==> src/rtl/riscv_pkg.sv <==
// Shared RV32I pipeline definitions: datapath width, bubble encoding and the
// IF/ID register payload consumed by the decode stage.
package riscv_pkg;

  localparam int unsigned     XLEN      = 32;
  localparam logic [XLEN-1:0] NOP_INSTR = 32'h0000_0013;
  localparam logic [XLEN-1:0] RESET_PC  = 32'h0000_0000;

  typedef struct packed {
    logic [XLEN-1:0] pc;
    logic [XLEN-1:0] pc_plus4;
    logic [XLEN-1:0] instr;
    logic            valid;
  } if_id_t;

  function automatic if_id_t if_id_bubble(input logic [XLEN-1:0] nop);
    if_id_t b;
    b.pc       = '0;
    b.pc_plus4 = '0;
    b.instr    = nop;
    b.valid    = 1'b0;
    return b;
  endfunction

endpackage

==> src/rtl/if_stage_if.sv <==
// Instruction-memory read port: the fetch stage drives the byte address and
// the combinational memory returns the instruction word in the same cycle.
interface if_stage_if;

  logic [riscv_pkg::XLEN-1:0] addr;
  logic [riscv_pkg::XLEN-1:0] instr;

  modport master (output addr, input instr);
  modport slave  (input addr, output instr);

endinterface

==> src/rtl/if_id_reg.sv <==
// Async-reset pipeline register with hold and flush; flush wins over load and
// both the reset and flush values are the bubble given by RST_VAL.
module if_id_reg
  import riscv_pkg::*;
#(
  parameter if_id_t RST_VAL = if_id_bubble(NOP_INSTR)
) (
  input  logic   clk,
  input  logic   rst,
  input  logic   load_i,
  input  logic   flush_i,
  input  if_id_t d_i,
  output if_id_t q_o
);

  if_id_t data_d, data_q;

  // NOTE: data_d defaults to data_q before any branch, so no path leaves it
  // unassigned and no latch is inferred.
  always_comb begin
    data_d = data_q;
    if (flush_i) begin
      data_d = RST_VAL;
    end else if (load_i) begin
      data_d = d_i;
    end
  end

  // NOTE: state is updated with <= so every flop samples the pre-edge values.
  always_ff @(posedge clk or posedge rst) begin
    if (rst) begin
      data_q <= RST_VAL;
    end else begin
      data_q <= data_d;
    end
  end

  assign q_o = data_q;

endmodule

==> src/rtl/if_stage.sv <==
// RV32I instruction-fetch stage: PC register, next-PC selection
// (redirect > stall > advance), IF/ID register and valid-fetch counter.
module if_stage #(
  parameter int unsigned     XLEN      = riscv_pkg::XLEN,
  parameter logic [XLEN-1:0] RESET_PC  = riscv_pkg::RESET_PC,
  parameter logic [XLEN-1:0] NOP_INSTR = riscv_pkg::NOP_INSTR
) (
  input  logic            clk,
  input  logic            rst,
  input  logic            stall_i,
  input  logic            redirect_i,
  input  logic [XLEN-1:0] redirect_pc_i,
  if_stage_if.master      imem,
  output logic [XLEN-1:0] if_id_pc_o,
  output logic [XLEN-1:0] if_id_pc_plus4_o,
  output logic [XLEN-1:0] if_id_instr_o,
  output logic            if_id_valid_o,
  output logic [31:0]     fetch_count_o
);

  localparam logic [XLEN-1:0] ALIGN_MASK = ~XLEN'(3);
  localparam riscv_pkg::if_id_t BUBBLE = riscv_pkg::if_id_bubble(NOP_INSTR);

  logic [XLEN-1:0]   pc_d, pc_q, pc_plus4;
  logic [31:0]       fetch_count_d, fetch_count_q;
  logic              if_id_load, if_id_flush;
  riscv_pkg::if_id_t fetch_data, if_id_q;

  assign pc_plus4  = pc_q + XLEN'(4);
  assign imem.addr = pc_q;

  always_comb begin
    fetch_data.pc       = pc_q;
    fetch_data.pc_plus4 = pc_plus4;
    fetch_data.instr    = imem.instr;
    fetch_data.valid    = 1'b1;
  end

  // A redirect squashes the fetch in flight even when decode asks to stall.
  always_comb begin
    pc_d          = pc_q;
    fetch_count_d = fetch_count_q;
    if_id_load    = 1'b0;
    if_id_flush   = 1'b0;
    if (redirect_i) begin
      pc_d        = redirect_pc_i & ALIGN_MASK;
      if_id_flush = 1'b1;
    end else if (!stall_i) begin
      pc_d          = pc_plus4;
      fetch_count_d = fetch_count_q + 32'd1;
      if_id_load    = 1'b1;
    end
  end

  always_ff @(posedge clk or posedge rst) begin
    if (rst) begin
      pc_q          <= RESET_PC & ALIGN_MASK;
      fetch_count_q <= '0;
    end else begin
      pc_q          <= pc_d;
      fetch_count_q <= fetch_count_d;
    end
  end

  if_id_reg #(
    .RST_VAL (BUBBLE)
  ) u_if_id_reg (
    .clk     (clk),
    .rst     (rst),
    .load_i  (if_id_load),
    .flush_i (if_id_flush),
    .d_i     (fetch_data),
    .q_o     (if_id_q)
  );

  assign if_id_pc_o       = if_id_q.pc;
  assign if_id_pc_plus4_o = if_id_q.pc_plus4;
  assign if_id_instr_o    = if_id_q.instr;
  assign if_id_valid_o    = if_id_q.valid;
  assign fetch_count_o    = fetch_count_q;

endmodule
==> src/flat_wrapper.sv <==
// flat-port wrapper written by rule: the top's interface ports become plain ports
module if_stage_flat 
#(
  parameter int unsigned     XLEN      = riscv_pkg::XLEN,
  parameter logic [XLEN-1:0] RESET_PC  = riscv_pkg::RESET_PC,
  parameter logic [XLEN-1:0] NOP_INSTR = riscv_pkg::NOP_INSTR
)
  (clk, rst, stall_i, redirect_i, redirect_pc_i, if_id_pc_o, if_id_pc_plus4_o, if_id_instr_o, if_id_valid_o, fetch_count_o, imem_addr, imem_instr);
  if_stage_if imem_i ();
  input  logic clk;
  input  logic rst;
  input  logic stall_i;
  input  logic redirect_i;
  input  logic [XLEN-1:0] redirect_pc_i;
  output logic [XLEN-1:0] if_id_pc_o;
  output logic [XLEN-1:0] if_id_pc_plus4_o;
  output logic [XLEN-1:0] if_id_instr_o;
  output logic if_id_valid_o;
  output logic [31:0] fetch_count_o;
  output wire logic [$bits(imem_i.addr)-1:0] imem_addr;
  input wire logic [$bits(imem_i.instr)-1:0] imem_instr;
  assign imem_addr = imem_i.addr;
  assign imem_i.instr = imem_instr;
  if_stage #(.XLEN(XLEN), .RESET_PC(RESET_PC), .NOP_INSTR(NOP_INSTR)) u_core (.clk(clk), .rst(rst), .stall_i(stall_i), .redirect_i(redirect_i), .redirect_pc_i(redirect_pc_i), .imem(imem_i), .if_id_pc_o(if_id_pc_o), .if_id_pc_plus4_o(if_id_pc_plus4_o), .if_id_instr_o(if_id_instr_o), .if_id_valid_o(if_id_valid_o), .fetch_count_o(fetch_count_o));
endmodule
==> config.mk <==
export PLATFORM = sky130hd
export DESIGN_NAME = if_stage_flat
export DESIGN_NICKNAME = d
export VERILOG_FILES = /design/src/rtl/riscv_pkg.sv /design/src/rtl/if_stage_if.sv /design/src/rtl/if_id_reg.sv /design/src/rtl/if_stage.sv /design/src/flat_wrapper.sv
export SDC_FILE = /design/constraint.sdc
export NUM_CORES = 1
export LEC_CHECK = 0
export BUFFER_PORTS_ARGS = -buffer_cell sky130_fd_sc_hd__buf_2
export CAP_MARGIN = 20
export CORE_ASPECT_RATIO = 1.1
export CORE_UTILIZATION = 40
export DETAILED_ROUTE_END_ITERATION = 8
export PLACE_DENSITY_LB_ADDON = 0.08
export SETUP_SLACK_MARGIN = 0.15
export SLEW_MARGIN = 20
export SYNTH_ARGS = -nofsm -noshare
export SYNTH_HDL_FRONTEND = slang
export SYNTH_SLANG_ARGS = --single-unit
==> constraint.sdc <==
create_clock -name clk -period 13.8 [get_ports clk]
set_input_delay 2.76 -clock clk [delete_from_list [all_inputs] [get_ports clk]]
set_output_delay 2.76 -clock clk [all_outputs]
set_load 0.02 [all_outputs]
==> qor.yml, run 1 <==
run_status:
  outcome: "complete, no violations"
global_route:
  use_met2: 0.355
  grt-ovfl-total: 0
  use_met3: 0.0599
  global_route.usage.met1: 0.266
  grt_pass1_vias: 6003
  grt_usage: 0.215
  antenna_found_initial: 2
  grt_pass1_wl_microns: 32000
  grt_max_degree: 102
  grt-busiest-layer: "met2"
floorplan:
  die_x_microns: 132
  dieArea_sq_um: 19100
  design.core.area_sq_um: 17900
  die_y_microns: 145
  io-pin-count: 229
  start_util: 0.413
  rows: 51
timing:
  period_needed_ns: 4.93
  max_slew_margin: 0.286
  hold_viol: 0
  finalMaxSlewViolations: 0
  fin_crit_sh: 0.357
  worst_slew_pin_slew_ns: 1.07
  finalSetupViolations: 0
  tns_ns: 0
  final.setup_skew_ns: 0.00659
  finalWorstSetupSlack_ns: 8.87
  fmax_ghz: 0.203
  rsz0062_at_grt: "false"
finish:
  nFillCells: 1691
  mostFrequentLayoutCells: "222 x buf_2, 153 x dfrtp_1, 102 x nor2_1, 60 x mux2i_1, 57 x nand2_1"
  fin_nets: 985
  final_util: 0.511
  final-instance-count-excl-fill: 1168
  drive_above_1_share: 0.290
  syn2layout_area_growth_pct: 23.7
  final_common_cell: "buf_2"
clock_tree:
  cts.sinks: 156
  cts.path.max_buffers: 2
  cts_resized: 0
  cts_max_level: 4
  clockRootBuffer: "clkbuf_16"
  cts_buffers: 17
  cts_tree: "yes"
  clkTransAtPathRegs_ns: 0.07
  cts_setup_buffers: 0
  clock_latency_ns: 0.43
  hold_buffers: 0
synth:
  synth_top_flop_cell: "dfrtp_1"
  syn_area_sq_um: 7400
  synth_edf_count: 0
  synth-seq-area-share: 0.528
  yosysUniqueCellTypes: 47
  synthArstFlopShare: 1.00
  ys_ff_latch: 156
  postSynthCellCount: 731
  synth_area_per_cell_sq_um: 10.1
  yosys_warnings: 0
placement:
  place_ws_ns: 8.38
  place.gp.congestion: 0.815
  hpwl_microns: 13700
  dp.cells: 1134
  portBuffers: 224
drt:
  route.detailed.drc: 0
  drtIter0Drc: 280
  routedWlPerCell_microns: 17.2
  avgViaCountPerCell: 5.32
  ant_nets: 0
  drt_pass1_iterations: 6
  via_count: 6219
  wl_microns: 20100
power:
  p_clk_frac: 0.386
  switchingPower_uw: 364
  power_switching_share: 0.308
  seqPwrFrac: 0.455
  power_frac_comb: 0.159
  power_density_nw_per_um2: 129
  p_total_mw: 1.18
  ir_drop_mv: 0.0915
  cell_internal_pwr_uw: 816
  leakage_nw: 4.54
worst_setup_path:
  cp_data_arrival_time_ns: 5.23
  slowest_stage: "buf_4"
  cp-start-kind: "input port"
  worstSetupPathType: "in2reg"
  slowest_delay_ns: 0.84
  endpoint_kind: "flop"
  required_ns: 14.11
  worstPathCellList: "buf_4 -> buf_4 -> inv_1 -> nand2_1 -> nor2_1 -> a221o_1"
  crit_path_max_fanout: 101
  crit_path_frequent_cell: "buf_4"
run:
  cap_violations: 0
hold_path:
  hp-class: "reg2reg"
cells by family (layout without fill, tap and decap cells):
| family | count (synthesis) | after routing | synth area share |
|---|---|---|---|
| mux | 61 | 61 | 0.0826 |
| fa+ha+maj | 2 | 2 | 0.00338 |
| buf+inv | 73 | 269 | 0.0424 |
| compound gates | 98 | 98 | 0.0867 |
| flops | 156 | 156 | 0.528 |
| other cells | 1 | 4 | 0.000506 |
| simple gates | 286 | 286 | 0.193 |
| xor+xnor | 54 | 54 | 0.0639 |
worst paths after layout:
check                                          from                    endpoint  slack [ns]  cells after the start
setup / recovery                         redirect_i        u_core.imem.addr[11]        8.87                      6
hold reg to reg            u_core.fetch_count_o[25]    u_core.fetch_count_o[25]        0.48                      1
max in group asynchronous                       rst   u_core.u_if_id_reg.q_o[0]        9.97                      3
setup reg to reg                u_core.imem.addr[5]  u_core.u_if_id_reg.q_o[58]       10.94                      4
hold / removal             u_core.fetch_count_o[25]    u_core.fetch_count_o[25]        0.48                      1
min in group asynchronous                       rst  u_core.u_if_id_reg.q_o[17]        2.54                      2
metal layers:
| metal | vias up | wire [microns] |
|---|---|---|
| met1 | 3032 | 8740 |
| met2 | 196 | 9580 |
| met3 | 27 | 1310 |
| li1 | 2964 | - |
| met4 | 0 | 453 |
| met5 | - | 0 |
sequential cells by signal (all words and copies together), names as in the netlist:
register,cells
u_core.imem.addr,30
u_core.fetch_count_o,32
u_core.u_if_id_reg.q_o,94
critical path, delay by kind of cell:
kind | cells | cell delay, ns
compound gates | 1 | 0.26
buf+inv | 3 | 1.92
simple gates | 2 | 0.26
cells in the mapped netlist (5+ instances only):
master / count / share of area
a311oi_1: 9 / 0.011
nor4_1: 14 / 0.012
dfrtp_1: 153 / 0.52
or4_1: 23 / 0.023
o31ai_1: 15 / 0.015
and4_1: 9 / 0.011
o21ai_0: 27 / 0.018
buf_1: 5 / 0.0025
buf_4: 7 / 0.0071
nand2_1: 57 / 0.029
a211oi_1: 8 / 0.0081
nand4_1: 15 / 0.013
xnor2_1: 28 / 0.033
mux2i_1: 60 / 0.081
a31oi_1: 11 / 0.0093
xor2_1: 26 / 0.031
a21oi_1: 14 / 0.0095
or3_1: 8 / 0.0068
nor2_1: 102 / 0.052
clkbuf_1: 40 / 0.020
nor3_1: 18 / 0.012
nand3_1: 22 / 0.015
buf_2: 9 / 0.0061
inv_1: 9 / 0.0046
per-stage QoR:
step                cell area (sq um)  hold WS [ns]
finish                           9160         0.478
floorplan                        7410         0.577
detailed placement               8580         0.460
global route                     9160         0.488
CTS                              9160         0.477
global placement                 8580         0.452
area by class of cell:
class                   instances  area (sq um)  area share
diodes                          2          5.00    0.000546
clock buffers                  18           439      0.0479
clock inverters                14           135      0.0147
inverters                      10          42.5     0.00464
multi-input cells             503          3190       0.348
flip-flops and latches        156          3910       0.426
well taps                     238           298      0.0325
repair buffers                227          1150       0.125
power groups by stage:
stage	Combinational (mW)	Sequential, mW	Clock, mW
CTS	0.192	0.537	0.466
floorplan	0.0898	0.569	0
finish	0.188	0.536	0.456
global route	0.207	0.543	0.485
global placement	0.188	0.542	0
detailed placement	0.192	0.544	0
Note: power is estimated with default switching activity, not from simulation.
==> run 2, diff against run 1 <==
- clock period: 13.8 -> 4.9 ns (I/O delays scaled with it)
==> run 2 against run 1 <==
Effect of this change:
- sequential share of layout area is 0.53 points lower
- wire length rose by 1.5%
- non-clock buffer count increased by 4
- largest cell class unchanged
==> qor.yml, run 2 (synthesis results as in run 1) <==
power:
  seqPwrFrac: 0.429  # was 0.455
  leakage_nw: 4.61  # was 4.54 nW
  switchingPower_mw: 1.01  # was 364 uW
  ir_drop_mv: 0.261  # was 0.0915 mV
  p_clk_frac: 0.417  # was 0.386
  power_switching_share: 0.288  # was 0.308
  power_frac_comb: 0.153  # was 0.159
  cell_internal_pwr_mw: 2.50  # was 816 uW
  power_density_nw_per_um2: 378  # was 129 nW/um^2
finish:
  largest_reg_flops: 94  # unchanged
  multi_input_area_sq_um: 3190  # unchanged
  ff_latch_area_sq_um: 3910  # unchanged
  fin_nets: 989  # was 985
  mostFrequentLayoutCells: "222 x buf_2, 153 x dfrtp_1, 102 x nor2_1, 60 x mux2i_1, 57 x nand2_1"  # unchanged
  drive_above_1_share: 0.293  # was 0.290
  diodes: 0  # was 2
  syn2layout_area_growth_pct: 25.3  # was 23.7%
  final_util: 0.517  # was 0.511
  nFillCells: 1711  # was 1691
  final_common_cell: "buf_2"  # unchanged
  fin_area_sq_um: 9280  # was 9160 sq um
floorplan:
  io-pin-count: 229  # unchanged
  design.core.area_sq_um: 17900  # unchanged
  die_x_microns: 132  # unchanged
  die_y_microns: 145  # unchanged
  dieArea_sq_um: 19100  # unchanged
  rows: 51  # unchanged
  start_util: 0.413  # unchanged
worst_setup_path:
  crit_path_max_fanout: 22  # was 101
  endpoint_kind: "flop"  # unchanged
  slowest_delay_ns: 0.83  # was 0.84 ns
  r2r_cells: 4  # unchanged
  r2r-start: "u_core.imem.addr[5]"  # unchanged
  required_ns: 5.22  # was 14.11 ns
  worstPathCellList: "nand4_2 -> or4_1 -> or4_1 -> a311oi_1"  # was buf_4 -> buf_4 -> inv_1 -> nand2_1 -> nor2_1 -> a221o_1
  worst-r2r-setup-slack_ns: 2.04  # was 10.94 ns
  slowest_stage: "or4_1"  # was buf_4
  r2r-end: "u_core.u_if_id_reg.q_o[64]"  # was u_core.u_if_id_reg.q_o[58]
  cp_data_arrival_time_ns: 3.18  # was 5.23 ns
  worstSetupPathType: "reg2reg"  # was in2reg
  crit_path_frequent_cell: "or4_1"  # was buf_4
  cp-start-kind: "flop"  # was input port
drt:
  avgViaCountPerCell: 5.36  # was 5.32
  drtIter0Drc: 445  # was 280
  wl_microns: 20400  # was 20100 microns
  via_count: 6266  # was 6219
  ant_nets: 0  # unchanged
  routedWlPerCell_microns: 17.4  # was 17.2 microns
  drt_pass1_iterations: 5  # was 6
  route.detailed.drc: 0  # unchanged
clock_tree:
  cts.sinks: 156  # unchanged
  cts_tree: "yes"  # unchanged
  cts.path.max_buffers: 2  # unchanged
  cts_max_level: 4  # unchanged
  clkTransAtPathRegs_ns: 0.06  # was 0.07 ns
  clock_latency_ns: 0.42  # was 0.43 ns
  cts_setup_buffers: 0  # unchanged
  cts_resized: 0  # unchanged
  clockRootBuffer: "clkbuf_16"  # unchanged
  hold_buffers: 0  # unchanged
  cts_buffers: 17  # unchanged
hold_path:
  worstHoldStart: "u_core.fetch_count_o[25]"  # unchanged
  hold_end: "u_core.fetch_count_o[25]"  # unchanged
  hold_depth: 1  # unchanged
  hp-class: "reg2reg"  # unchanged
global_route:
  grt-ovfl-total: 0  # unchanged
  grt_max_degree: 102  # unchanged
  antenna_found_initial: 0  # was 2
  grt_pass1_wl_microns: 32000  # about the same
  grt_usage: 0.217  # was 0.215
  grt_pass1_vias: 5907  # was 6003
run_status:
  outcome: "complete, no violations"  # unchanged
placement:
  placed_area_sq_um: 8620  # was 8580 sq um
  portBuffers: 224  # unchanged
  hpwl_microns: 14000  # was 13700 microns
  place.gp.congestion: 0.805  # was 0.815
timing:
  hold_viol: 0  # unchanged
  final.setup_skew_ns: 0.00506  # was 0.00659 ns
  tns_ns: 0  # unchanged
  finalSetupViolations: 0  # unchanged
  max_slew_margin: 0.300  # was 0.286
  worst_slew_pin_slew_ns: 1.05  # was 1.07 ns
  fin_crit_sh: 0.583
  fmax_ghz: 0.350
  period_needed_ns: 2.86
  finalMaxSlewViolations: 0  # unchanged
  rsz0062_at_grt: "false"  # unchanged
  worst_hold_slack_ns: 0.483  # was 0.478 ns
run:
  cap_violations: 0  # unchanged
run 2: cell types whose count changed in the layout (fill, tap and decap cells not counted):
cell | previous run | this run
buf_12 | 0 | 1
buf_4 | 5 | 7
bufinv_16 | 1 | 5
clkbuf_2 | 0 | 1
clkinv_1 | 0 | 1
clkinv_2 | 1 | 3
clkinvlp_4 | 4 | 2
diode_2 | 2 | 0
inv_1 | 8 | 7
inv_6 | 6 | 2
run 2: area by class of cell:
type / instances / share of cell area
clock inverter: 14 / 0.0233
timing repair buffer: 231 / 0.128
tap: 238 / 0.0321
sequential: 156 / 0.421
inverter: 10 / 0.00445
clock buffer: 18 / 0.0473
multi-input combinational: 503 / 0.343
run 2: power by group through the flow:
stage / registers (mW) / logic [mW] / clock network, mW
after floorplan: 1.60 / 0.253 / 0
after global placement: 1.52 / 0.535 / 0
after detailed placement: 1.53 / 0.544 / 0
after CTS: 1.51 / 0.546 / 1.49
after global routing: 1.52 / 0.588 / 1.54
final: 1.51 / 0.539 / 1.46
run 2: metrics by stage:
stage,power (mW),std cells,setup WS [ns]
3_5_place_dp,2.07,1137,1.70
5_1_grt,3.65,1170,1.85
6_report,3.51,1170,2.04
2_1_floorplan,1.86,732,1.95
4_1_cts,3.54,1169,2.02
3_3_place_gp,2.06,1137,1.81
run 2: worst max-delay path: cells and delay by family, from the launching register on:
family | cells | cell delay, ns
compound gates | 1 | 0.29
simple gates | 3 | 1.90
flops | 1 | 0.57
run 2: worst max-delay path by stage:
stage | from | end | slack, ns | cells past startpoint
2_1_floorplan | rst | u_core.fetch_count_o[0] | 1.95 | 1
3_3_place_gp | stall_i | u_core.fetch_count_o[29] | 1.81 | 6
3_5_place_dp | stall_i | u_core.fetch_count_o[27] | 1.70 | 6
4_1_cts | u_core.imem.addr[5] | u_core.u_if_id_reg.q_o[64] | 2.02 | 4
5_1_grt | u_core.imem.addr[5] | u_core.u_if_id_reg.q_o[64] | 1.85 | 4
6_report | u_core.imem.addr[5] | u_core.u_if_id_reg.q_o[64] | 2.04 | 4
run 2: metal layers:
| metal | global-route usage | routed length [microns] |
|---|---|---|
| met1 | 0.283 | 9190 |
| met2 | 0.349 | 9530 |
| met3 | 0.0575 | 1340 |
| met4 | 0.0783 | 314 |
| met5 | 0 | 0 |
==> run 3, diff against run 2 <==
- clock period: 4.9 -> 2.93 ns (I/O delays scaled with it)
==> run 3 against run 2 <==
Effect of this change:
- total power grew 61%
- clock skew rose by 0.0043 ns
- core utilization is 0.18 points higher
- wire length decreased by 0.42%
- die area unchanged
- hold slack worse by 0.11 ns
- clock power rose by 51%
- non-clock buffer count is 10 higher
- global-route usage grew 0.11 points
- setup slack got worse by 1.6 ns
- final cell count increased by 0.94%
- critical endpoint is now u_core.u_if_id_reg.q_o[59]
==> qor.yml, run 3 (synthesis results as in run 1) <==
floorplan:
  dieArea_sq_um: 19100  # unchanged
  rows: 51  # unchanged
  die_y_microns: 145  # unchanged
  io-pin-count: 229  # unchanged
  design.core.area_sq_um: 17900  # unchanged
  start_util: 0.413  # unchanged
  die_x_microns: 132  # unchanged
global_route:
  grt-ovfl-total: 0  # unchanged
  grt_pass1_vias: 6089  # was 5907
  grt_pass1_wl_microns: 32200  # was 32000 microns
  grt-busiest-layer: "met2"  # unchanged
  grt_max_degree: 157  # was 102
  global_route.usage.met1: 0.285  # was 0.283
  use_met3: 0.0599  # was 0.0575
  use_met2: 0.352  # was 0.349
  antenna_found_initial: 1  # was 0
  grt_usage: 0.218  # was 0.217
finish:
  nFillCells: 1696  # was 1711
  fin_area_sq_um: 9310  # was 9280 sq um
  ff_latch_area_sq_um: 3910  # unchanged
  drive_above_1_share: 0.300  # was 0.293
  final_common_cell: "buf_2"  # unchanged
  syn2layout_area_growth_pct: 25.7  # was 25.3%
  largest_reg_flops: 94  # unchanged
  fin_nets: 999  # was 989
  multi_input_area_sq_um: 3190  # unchanged
  final-instance-count-excl-fill: 1181  # was 1170
  mostFrequentLayoutCells: "222 x buf_2, 153 x dfrtp_1, 102 x nor2_1, 60 x mux2i_1, 57 x nand2_1"  # unchanged
timing:
  final.setup_skew_ns: 0.00932  # was 0.00506 ns
  fmax_ghz: 0.396  # was 0.350 GHz
  fin_crit_sh: 0.861  # was 0.583
  hold_viol: 0  # unchanged
  worst_slew_pin_slew_ns: 0.891  # was 1.05 ns
  finalMaxSlewViolations: 0  # unchanged
  max_slew_margin: 0.406  # was 0.300
  tns_ns: 0  # unchanged
  period_needed_ns: 2.52  # was 2.86 ns
  rsz0062_at_grt: "false"  # unchanged
  worst_hold_slack_ns: 0.370  # was 0.483 ns
  finalSetupViolations: 0  # unchanged
clock_tree:
  cts.path.max_buffers: 2  # unchanged
  cts.sinks: 156  # unchanged
  cts_buffers: 17  # unchanged
  clock_latency_ns: 0.43  # was 0.42 ns
  clkTransAtPathRegs_ns: 0.06  # about the same
  cts_max_level: 4  # unchanged
  hold_buffers: 0  # unchanged
  cts_setup_buffers: 0  # unchanged
  clockRootBuffer: "clkbuf_16"  # unchanged
  cts_tree: "yes"  # unchanged
  cts_resized: 0  # unchanged
power:
  ir_drop_mv: 0.401  # was 0.261 mV
  power_density_nw_per_um2: 606  # was 378 nW/um^2
  leakage_nw: 4.63  # was 4.61 nW
worst_setup_path:
  cp-start-kind: "flop"  # unchanged
  worst-r2r-setup-slack_ns: 0.41  # was 2.04 ns
  endpoint_kind: "flop"  # unchanged
  crit_path_max_fanout: 11  # was 22
  cp_data_arrival_time_ns: 2.85  # was 3.18 ns
  worstSetupPathType: "reg2reg"  # unchanged
  r2r-start: "u_core.imem.addr[2]"  # was u_core.imem.addr[5]
  r2r-end: "u_core.u_if_id_reg.q_o[59]"  # was u_core.u_if_id_reg.q_o[64]
  required_ns: 3.26  # was 5.22 ns
  r2r_cells: 5  # was 4
drt:
  route.detailed.drc: 0  # unchanged
  drt_pass1_iterations: 4  # was 5
  via_count: 6198  # was 6266
  wl_microns: 20300  # was 20400 microns
  routedWlPerCell_microns: 17.2  # was 17.4 microns
  ant_nets: 0  # unchanged
  avgViaCountPerCell: 5.25  # was 5.36
  drtIter0Drc: 333  # was 445
hold_path:
  hold_depth: 3  # was 1
  worstHoldStart: "redirect_pc_i[14]"  # was u_core.fetch_count_o[25]
  hold_end: "u_core.imem.addr[14]"  # was u_core.fetch_count_o[25]
  hp-class: "in2reg"  # was reg2reg
placement:
  hpwl_microns: 14100  # was 14000 microns
  place.gp.congestion: 0.786  # was 0.805
  dp.cells: 1147  # was 1137
  portBuffers: 224  # unchanged
  placed_area_sq_um: 8690  # was 8620 sq um
run_status:
  outcome: "complete, no violations"  # unchanged
run:
  cap_violations: 0  # unchanged
-- run 3: final cells by class --
class,count,share of cell area
sequential,156,0.420
antenna,1,0.000269
clock inverter,15,0.0175
timing repair buffer,241,0.138
inverter,10,0.00443
tap,238,0.0320
clock buffer,17,0.0457
multi-input combinational,503,0.342
-- run 3: metrics by stage --
| step | util | total power, mW | setup WS [ns] |
|---|---|---|---|
| after global routing | 0.519 | 5.90 | 0.318 |
| after detailed placement | 0.485 | 3.48 | 0.462 |
| final | 0.519 | 5.64 | 0.407 |
| after floorplan | - | 3.11 | 0.374 |
| after global placement | 0.485 | 3.45 | 0.505 |
| after CTS | 0.518 | 5.70 | 0.424 |
-- run 3: worst max path at each step --
| stage | start | endpoint | cells past startpoint |
|---|---|---|---|
| detailed placement | u_core.imem.addr[2] | u_core.u_if_id_reg.q_o[63] | 5 |
| finish | u_core.imem.addr[2] | u_core.u_if_id_reg.q_o[59] | 5 |
| global placement | u_core.imem.addr[7] | u_core.u_if_id_reg.q_o[58] | 4 |
| floorplan | rst | u_core.fetch_count_o[0] | 1 |
| global route | u_core.imem.addr[2] | u_core.u_if_id_reg.q_o[61] | 5 |
| CTS | u_core.imem.addr[2] | u_core.u_if_id_reg.q_o[63] | 5 |
-- run 3: power by group --
group | leakage, nW | internal, mW | switching, mW | total (mW)
registers | 2.02 | 2.32 | 0.192 | 2.51
clock network | 0.281 | 1.27 | 0.937 | 2.21
logic | 2.33 | 0.337 | 0.588 | 0.926
total | 4.63 | 3.92 | 1.72 | 5.64
-- run 3: critical path, stage by stage, from the launching register on --
cell      delay (ns)
dfrtp_1         0.44
ha_1            0.34
nand3_2         0.22
or3_1           0.59
or4_1           0.57
a311oi_1        0.26
-- run 3: per-layer routing --
metal / wire length, microns / up-vias
met5: 0 / -
met3: 1210 / 23
met1: 9150 / 3006
li1: - / 2985
met2: 9550 / 184
met4: 387 / 0
